<file path="config.mk">
export PLATFORM = sky130hd
export DESIGN_NAME = demux1xn_flow
export DESIGN_NICKNAME = d
export VERILOG_FILES = /design/src/rtl/demux_pkg.sv /design/src/rtl/demux1xn_flow.sv
export SDC_FILE = /design/constraint.sdc
export NUM_CORES = 1
export LEC_CHECK = 0
export ABC_AREA = 1
export CAP_MARGIN = 10
export CORE_UTILIZATION = 30
export CTS_CLUSTER_DIAMETER = 50
export CTS_CLUSTER_SIZE = 40
export DETAILED_ROUTE_END_ITERATION = 8
export GPL_ROUTABILITY_DRIVEN = 0
export PLACE_DENSITY = 0.54
export SLEW_MARGIN = 15
export SYNTH_ARGS = -nofsm -noshare
export SYNTH_HDL_FRONTEND = slang
export SYNTH_SLANG_ARGS = --single-unit
</file>
<file path="constraint.sdc">
create_clock -name clk -period 1.9 [get_ports clk]
set_input_delay 0.285 -clock clk [delete_from_list [all_inputs] [get_ports clk]]
set_output_delay 0.285 -clock clk [all_outputs]
set_load 0.02 [all_outputs]
</file>
<file path="src/rtl/demux_pkg.sv">
// Shared definitions for the flow-controlled demultiplexer family:
// FSM state encoding and the drop counter geometry.
package demux_pkg;

    typedef enum logic {
        ST_PASS = 1'b0,
        ST_HOLD = 1'b1
    } flow_state_e;

    localparam int DROP_CNT_W = 8;
    localparam logic [DROP_CNT_W-1:0] DROP_CNT_MAX = '1;

endpackage

</file>
<file path="src/rtl/demux1xn_flow.sv">
// 1-to-N demultiplexer with per-channel backpressure: a paused target parks the
// word in a one-entry hold register, out-of-range destinations are dropped and counted.
module demux1xn_flow
    import demux_pkg::*;
#(
    parameter int DATA_W = 10,
    parameter int NUM_CH = 4,
    parameter int SEL_W  = $clog2(NUM_CH)
) (
    input  logic                     clk,
    input  logic                     reset,
    input  logic [DATA_W-1:0]        in,
    input  logic                     valid_in,
    input  logic [SEL_W-1:0]         classif,
    input  logic [NUM_CH-1:0]        pause,
    output logic                     ready_in,
    output logic [NUM_CH*DATA_W-1:0] out,
    output logic [NUM_CH-1:0]        push,
    output logic [DROP_CNT_W-1:0]    drop_cnt
);

    flow_state_e            state;
    flow_state_e            state_nxt;
    logic                   ready_q;
    logic [DATA_W-1:0]      hold_data;
    logic [SEL_W-1:0]       hold_ch;
    logic                   cls_in_range;
    logic                   load_en;
    logic [SEL_W-1:0]       load_ch;
    logic [DATA_W-1:0]      load_data;
    logic                   hold_en;
    logic                   drop_en;
    logic [DROP_CNT_W-1:0]  drop_q;

    assign cls_in_range = ({1'b0, classif} < (SEL_W+1)'(NUM_CH));

    always_ff @(posedge clk) begin
        if (reset) begin
            state   <= ST_PASS;
            ready_q <= 1'b1;
        end else begin
            state   <= state_nxt;
            ready_q <= (state_nxt == ST_PASS);
        end
    end

    // A word is only ever loaded into an output channel from here: either the
    // live input in PASS or the parked word once its channel un-pauses.
    always_comb begin
        state_nxt = state;
        load_en   = 1'b0;
        load_ch   = hold_ch;
        load_data = hold_data;
        hold_en   = 1'b0;
        drop_en   = 1'b0;
        case (state)
            ST_PASS: begin
                if (valid_in) begin
                    if (!cls_in_range) begin
                        drop_en = 1'b1;
                    end else if (pause[classif]) begin
                        hold_en   = 1'b1;
                        state_nxt = ST_HOLD;
                    end else begin
                        load_en   = 1'b1;
                        load_ch   = classif;
                        load_data = in;
                    end
                end
            end
            ST_HOLD: begin
                if (!pause[hold_ch]) begin
                    load_en   = 1'b1;
                    state_nxt = ST_PASS;
                end
            end
            default: state_nxt = ST_PASS;
        endcase
    end

    always_ff @(posedge clk) begin
        if (reset) begin
            hold_data <= '0;
            hold_ch   <= '0;
        end else if (hold_en) begin
            hold_data <= in;
            hold_ch   <= classif;
        end
    end

    always_ff @(posedge clk) begin
        if (reset) begin
            drop_q <= '0;
        end else if (drop_en && (drop_q != DROP_CNT_MAX)) begin
            drop_q <= drop_q + 1'b1;
        end
    end

    // Each channel keeps its last pushed word; push is a one-cycle strobe.
    for (genvar k = 0; k < NUM_CH; k++) begin : g_ch
        logic              sel;
        logic              push_r;
        logic [DATA_W-1:0] data_r;

        assign sel = load_en && (load_ch == SEL_W'(k));

        always_ff @(posedge clk) begin
            if (reset) begin
                push_r <= 1'b0;
                data_r <= '0;
            end else begin
                push_r <= sel;
                if (sel) begin
                    data_r <= load_data;
                end
            end
        end

        assign push[k]                   = push_r;
        assign out[k*DATA_W +: DATA_W]   = data_r;
    end

    assign ready_in = ready_q;
    assign drop_cnt = drop_q;

endmodule

</file>
==> run_results.csv, run 1 <==
group,metric,value,unit
run_status,status,"finished, final reports clean",
yosys,synthAdderAreaFrac,0,
route,drt_iter0_drc,139,
finish,layout_common_cells,"84 x nor2_1, 76 x nand2_1, 62 x clkdlybuf4s50_1, 58 x dfxtp_1, 35 x nand3_1",
route,vias,2411,
worst_setup_path,cp_slowest_stage_delay,0.47,ns
route,drtPass1Iterations,4,
yosys,ys_seq_elements,58,
hold_path,hold_start,"hold_data[4]",
timing,max_freq,599,MHz
finish,final_common_cell,"nor2_1",
route,routed_via_density,4.26,
clock_network,cts_setup_buffers,0,
clock_network,cts_tree,"yes",
worst_setup_path,crit_chain,"clkdlybuf4s50_1 -> inv_1 -> nand3_2 -> nand2_4 -> nand2_8 -> buf_4 -> o21ai_2 -> inv_1 -> nor2_1 -> nor2_1",
global_routing,antenna_found_initial,0,
timing,hold_violations,0,
yosys,avgSynthCellArea,7.23,µm²
worst_setup_path,endpoint_kind,"flop",
die,core_area,8760,µm²
die,die_x,97.3,µm
yosys,syn-instance-count,377,
power,ir_drop,0.000372,V
timing,finalCritPeriodShare,0.879,
yosys,muxShareOfSynthArea,0,
clock_network,cts_root_buf,"clkbuf_8",
die,start_util,0.311,
yosys,syn_area,2730,µm²
timing,skew,0.00767,ns
clock_network,cts_max_level,3,
finish,layout.nets,472,
worst_setup_path,arrival,1.91,ns
clock_network,clk_latency,0.34,ns
hold_path,holdCritPathClass,"flop to flop",
timing,setup_violations,0,
worst_setup_path,startpoint,"classif[1]",
finish,area_growth,37.9,%
timing,drv_slew,0,
global_routing,grt_pass1_wl,11200,µm
die,ios,72,
placement,place_hpwl,4730,µm
route,antenna_left,0,
timing,fin_tns_setup,0,ns
finish,drive_gt1_frac,0.153,
die,core.rowCount,34,
route,routed_wl,6510,µm
yosys,ys_warn_count,0,
timing,rsz0062_at_grt,"false",
route,wl_per_cell,11.5,µm
worst_setup_path,worstPathMaxFanout,12,
die,fp.dieH,97.3,µm
global_routing,grt_usage,0.150,
timing,slew_headroom,0.664,
worst_setup_path,required,2.14,ns
clock_network,ctsHoldBuffers,0,
power,power.density,910,nW/µm²
finish,antenna_cells,0,
timing,tightest_slew,0.504,ns
worst_setup_path,critPathLaunchType,"input port",
worst_setup_path,slowest_stage,"clkdlybuf4s50_1",
route,drc_errors,0,
die,die-area,9470,µm²
yosys,yosys.area_share.simple,0.387,
global_routing,grt.overflow.total,0,
finish,fillCellCount,897,
worst_setup_path,path_class,"input port to flop",
global_routing,grt_pass1_vias,2372,
clock_network,clockBufferDepth,2,
job,cap_viol_max_count,0,
yosys,synth_xor_area_frac,0,
power,p_total,3420,µW
worst_setup_path,reg2reg_depth,12,
worst_setup_path,reg2reg_from,"hold_ch[0]",
hold_path,hold_depth,2,
clock_network,cts_inserted_buffers,9,
yosys,synth_top_family_by_area,"simple AND/OR/NAND/NOR gates",
placement,port_buffers,63,
yosys,ys_seq_area_frac,0.426,
yosys,synth-compound-area-share,0.0693,
yosys,ys_types,26,
clock_network,clkSlewWorstSetupHoldPaths,0.07,ns
timing,period_needed,1.67,ns
clock_network,cts.sinks,58,
global_routing,grt_max_degree,54,
power,leakage,0.00170,µW
-- final cells by class --
type | count | area (µm²) | area share
multi-input combinational | 262 | 1280 | 0.341
sequential | 58 | 1160 | 0.309
timing repair buffer | 84 | 816 | 0.217
inverter | 38 | 145 | 0.0386
clock buffer | 11 | 141 | 0.0376
tap | 108 | 135 | 0.0360
clock inverter | 5 | 77.6 | 0.0206
-- state kept, by name, summed over array words and instances (netlist names) --
name,count
g_ch.data_r,40
hold_data,10
g_ch.push_r,4
hold_ch,2
ready_in,1
state,1
-- kinds of logic after synthesis --
group,after synthesis
buf+inv,64
simple gates,220
flops,58
other cells,1
compound gates,34
-- cells in the mapped netlist (all sizes together) --
master,count,area share
nand2,89,0.15
buf,23,0.059
clkinv,1,0.0014
conb,1,0.0014
o21ai,22,0.047
nand3,40,0.085
a21oi,12,0.022
inv,37,0.052
clkbuf,3,0.0041
dfxtp,58,0.43
nor2,91,0.15
-- per-stage QoR --
step	util	worst slack [ns]	instances	hold WS, ns	cell area (µm²)
detailed placement	0.402	-0.266	550	0.445	3530
floorplan	-	0.487	384	0.357	2750
global route	0.429	0.00833	566	0.479	3760
finish	0.429	0.229	566	0.454	3760
CTS	0.427	0.0739	566	0.454	3750
global placement	0.402	-0.218	550	0.440	3530
-- timing repair --
action / CTS / global route
hold endpoints to repair: 0 / 0
gates resized for setup: 0 / 3
endpoints found under the setup margin: 0 / 15
-- critical path, delay by kind of cell --
kind	cells	cell delay [ns]
compound gates	1	0.24
simple gates	5	0.52
buf+inv	4	0.86
-- per-layer routing --
metal / part of all wire / global-route usage / vias to the layer above
met5: 0 / 0 / -
met4: 0.015 / 0.0656 / 0
met3: 0.044 / 0.0403 / 10
met2: 0.45 / 0.240 / 48
met1: 0.49 / 0.189 / 1056
li1: - / - / 1297
-- report_power, final --
part	switching (µW)	total, µW	internal [µW]
Sequential	43.8	1340	1300
Combinational	466	793	327
Clock	510	1280	770
-- worst paths after layout --
check	to	slack, ns
worst max-delay path	g_ch[0].data_r[8]	0.23
worst min register to register	hold_data[4]	0.45
worst max register to register	g_ch[0].data_r[9]	0.31
worst min-delay path	hold_data[4]	0.45
Power figures use the tool's default switching activity.
==> run 2: changes to the inputs <==
- CORE_UTILIZATION: 30 -> 48
- PLACE_DENSITY: 0.54 -> 0.79
==> run 2 against run 1 <==
Effect of this change: clock skew increased by 0.0019 ns; register-to-register slack about the same; worst setup slack lost 0.085 ns; die area down 37%; routed wire length decreased by 7.8%; sequential power barely moved.
==> run_results.csv, run 2 (synthesis gave the netlist of run 1 again) <==
group,metric,value,unit
timing,setup_violations,0,
finish,final-instance-count-excl-fill,531,
global_routing,grt_usage,0.219,
worst_setup_path,reg2reg_from,"hold_ch[0]",
clock_network,ctsHoldBuffers,0,
power,leakage,0.00168,µW
clock_network,cts_max_level,3,
die,die-area,5980,µm²
clock_network,cts_root_buf,"clkbuf_8",
hold_path,holdCritPathClass,"flop to flop",
placement,place_hpwl,4410,µm
clock_network,cts.sinks,58,
worst_setup_path,endpoint_kind,"flop",
finish,top_regs,"g_ch.data_r: 40 flops, hold_data: 10 flops, g_ch.push_r: 4 flops",
route,routed_via_density,4.69,
route,vias,2491,
worst_setup_path,reg2reg_slack,0.32,ns
die,die_x,77.3,µm
clock_network,cts_inserted_buffers,9,
worst_setup_path,reg2reg_depth,12,
global_routing,grt_pass1_vias,2297,
route,wl_per_cell,11.3,µm
timing,rsz0062_at_grt,"false",
finish,layout_common_cells,"84 x nor2_1, 76 x nand2_1, 63 x clkdlybuf4s50_1, 58 x dfxtp_1, 35 x nand3_1",
worst_setup_path,path_class,"input port to flop",
worst_setup_path,timing.rr.end,"g_ch[0].data_r[5]",
run_status,status,"finished, final reports clean",
worst_setup_path,crit_end,"g_ch[1].data_r[9]",
timing,drv_slew,0,
finish,area_growth,35.3,%
clock_network,cts_setup_buffers,0,
clock_network,clockBufferDepth,2,
die,start_util,0.498,
route,drtPass1Iterations,4,
clock_network,cts_resized,0,
worst_setup_path,arrival,2.00,ns
die,core.rowCount,27,
finish,antenna_cells,0,
finish,final_common_cell,"nor2_1",
finish,layout.nets,473,
die,fp.dieH,77.3,µm
placement,port_buffers,63,
finish,fin_util,0.674,
placement,post-place-cells,515,
job,cap_viol_max_count,0,
route,drt_iter0_drc,129,
power,p_total,3360,µW
power,ir_drop,0.000488,V
clock_network,clkSlewWorstSetupHoldPaths,0.06,ns
route,routed_wl,6000,µm
timing,skew,0.00956,ns
timing,whs,0.454,ns
die,core_area,5470,µm²
worst_setup_path,startpoint,"classif[0]",
worst_setup_path,worstPathMaxFanout,12,
route,antenna_left,0,
worst_setup_path,critPathLaunchType,"input port",
clock_network,clk_latency,0.35,ns
timing,hold_violations,0,
route,drc_errors,0,
timing,fin_tns_setup,0,ns
die,ios,72,
finish,drive_gt1_frac,0.150,
timing,max_freq,570,MHz
global_routing,grt_pass1_wl,10200,µm
global_routing,antenna_found_initial,0,
clock_network,cts_tree,"yes",
finish,largest_reg_flops,40,
global_routing,grt.overflow.total,0,
power,power.density,911,nW/µm²
timing,period_needed,1.76,ns
global_routing,grt_max_degree,54,
worst_setup_path,required,2.14,ns
finish,top_register,"g_ch.data_r",
timing,finalCritPeriodShare,0.924,
-- run 2: cell types whose count changed in the layout (fill, tap and decap cells not counted), sizes merged --
cell	change
buf	+1
clkdlybuf4s50	+1
clkinvlp	-1
clkinv	+1
dlymetal6s2s	-1
-- run 2: per-stage QoR --
stage               cell area [µm²]  setup slack, ns
global placement               3480           -0.164
detailed placement             3480           -0.211
floorplan                      2750            0.487
finish                         3690            0.144
global route                   3690           0.0289
CTS                            3690            0.170
-- run 2: worst min path at each step --
stage                            start             end  depth (start not counted)
after floorplan                  reset  g_ch[0].push_r                          1
after global placement    hold_data[0]    hold_data[0]                          2
after detailed placement  hold_data[2]    hold_data[2]                          2
after CTS                 hold_data[2]    hold_data[2]                          2
after global routing      hold_data[4]    hold_data[4]                          2
final                     hold_data[8]    hold_data[8]                          2
-- run 2: power by group --
group          leakage [µW]  switching [µW]  internal [µW]
sequential         0.000473            42.6           1300
combinational       0.00110             460            322
clock              0.000107             495            736
total               0.00168             998           2360
-- run 2: layout make-up --
class | count | area [µm²]
Clock buffer | 11 | 131
Clock inverter | 5 | 78.8
Fill cell | 488 | 1790
Inverter | 38 | 145
Multi-Input combinational cell | 262 | 1270
Sequential cell | 58 | 1160
Tap cell | 72 | 90.1
Timing Repair Buffer | 85 | 808
-- run 2: worst max-delay path, stage by stage --
cell,delay (ns)
clkdlybuf4s50_1,0.54
inv_2,0.06
nand2_1,0.07
nand3_2,0.09
nand2_4,0.12
nand2_8,0.11
buf_4,0.16
o21ai_1,0.27
inv_1,0.10
nor2_1,0.12
nor2_1,0.06
-- run 2: layer usage --
metal	track usage	wire length [µm]
met4	0.0962	126
met5	0	0
met3	0.0624	284
met1	0.256	2590
met2	0.370	2990
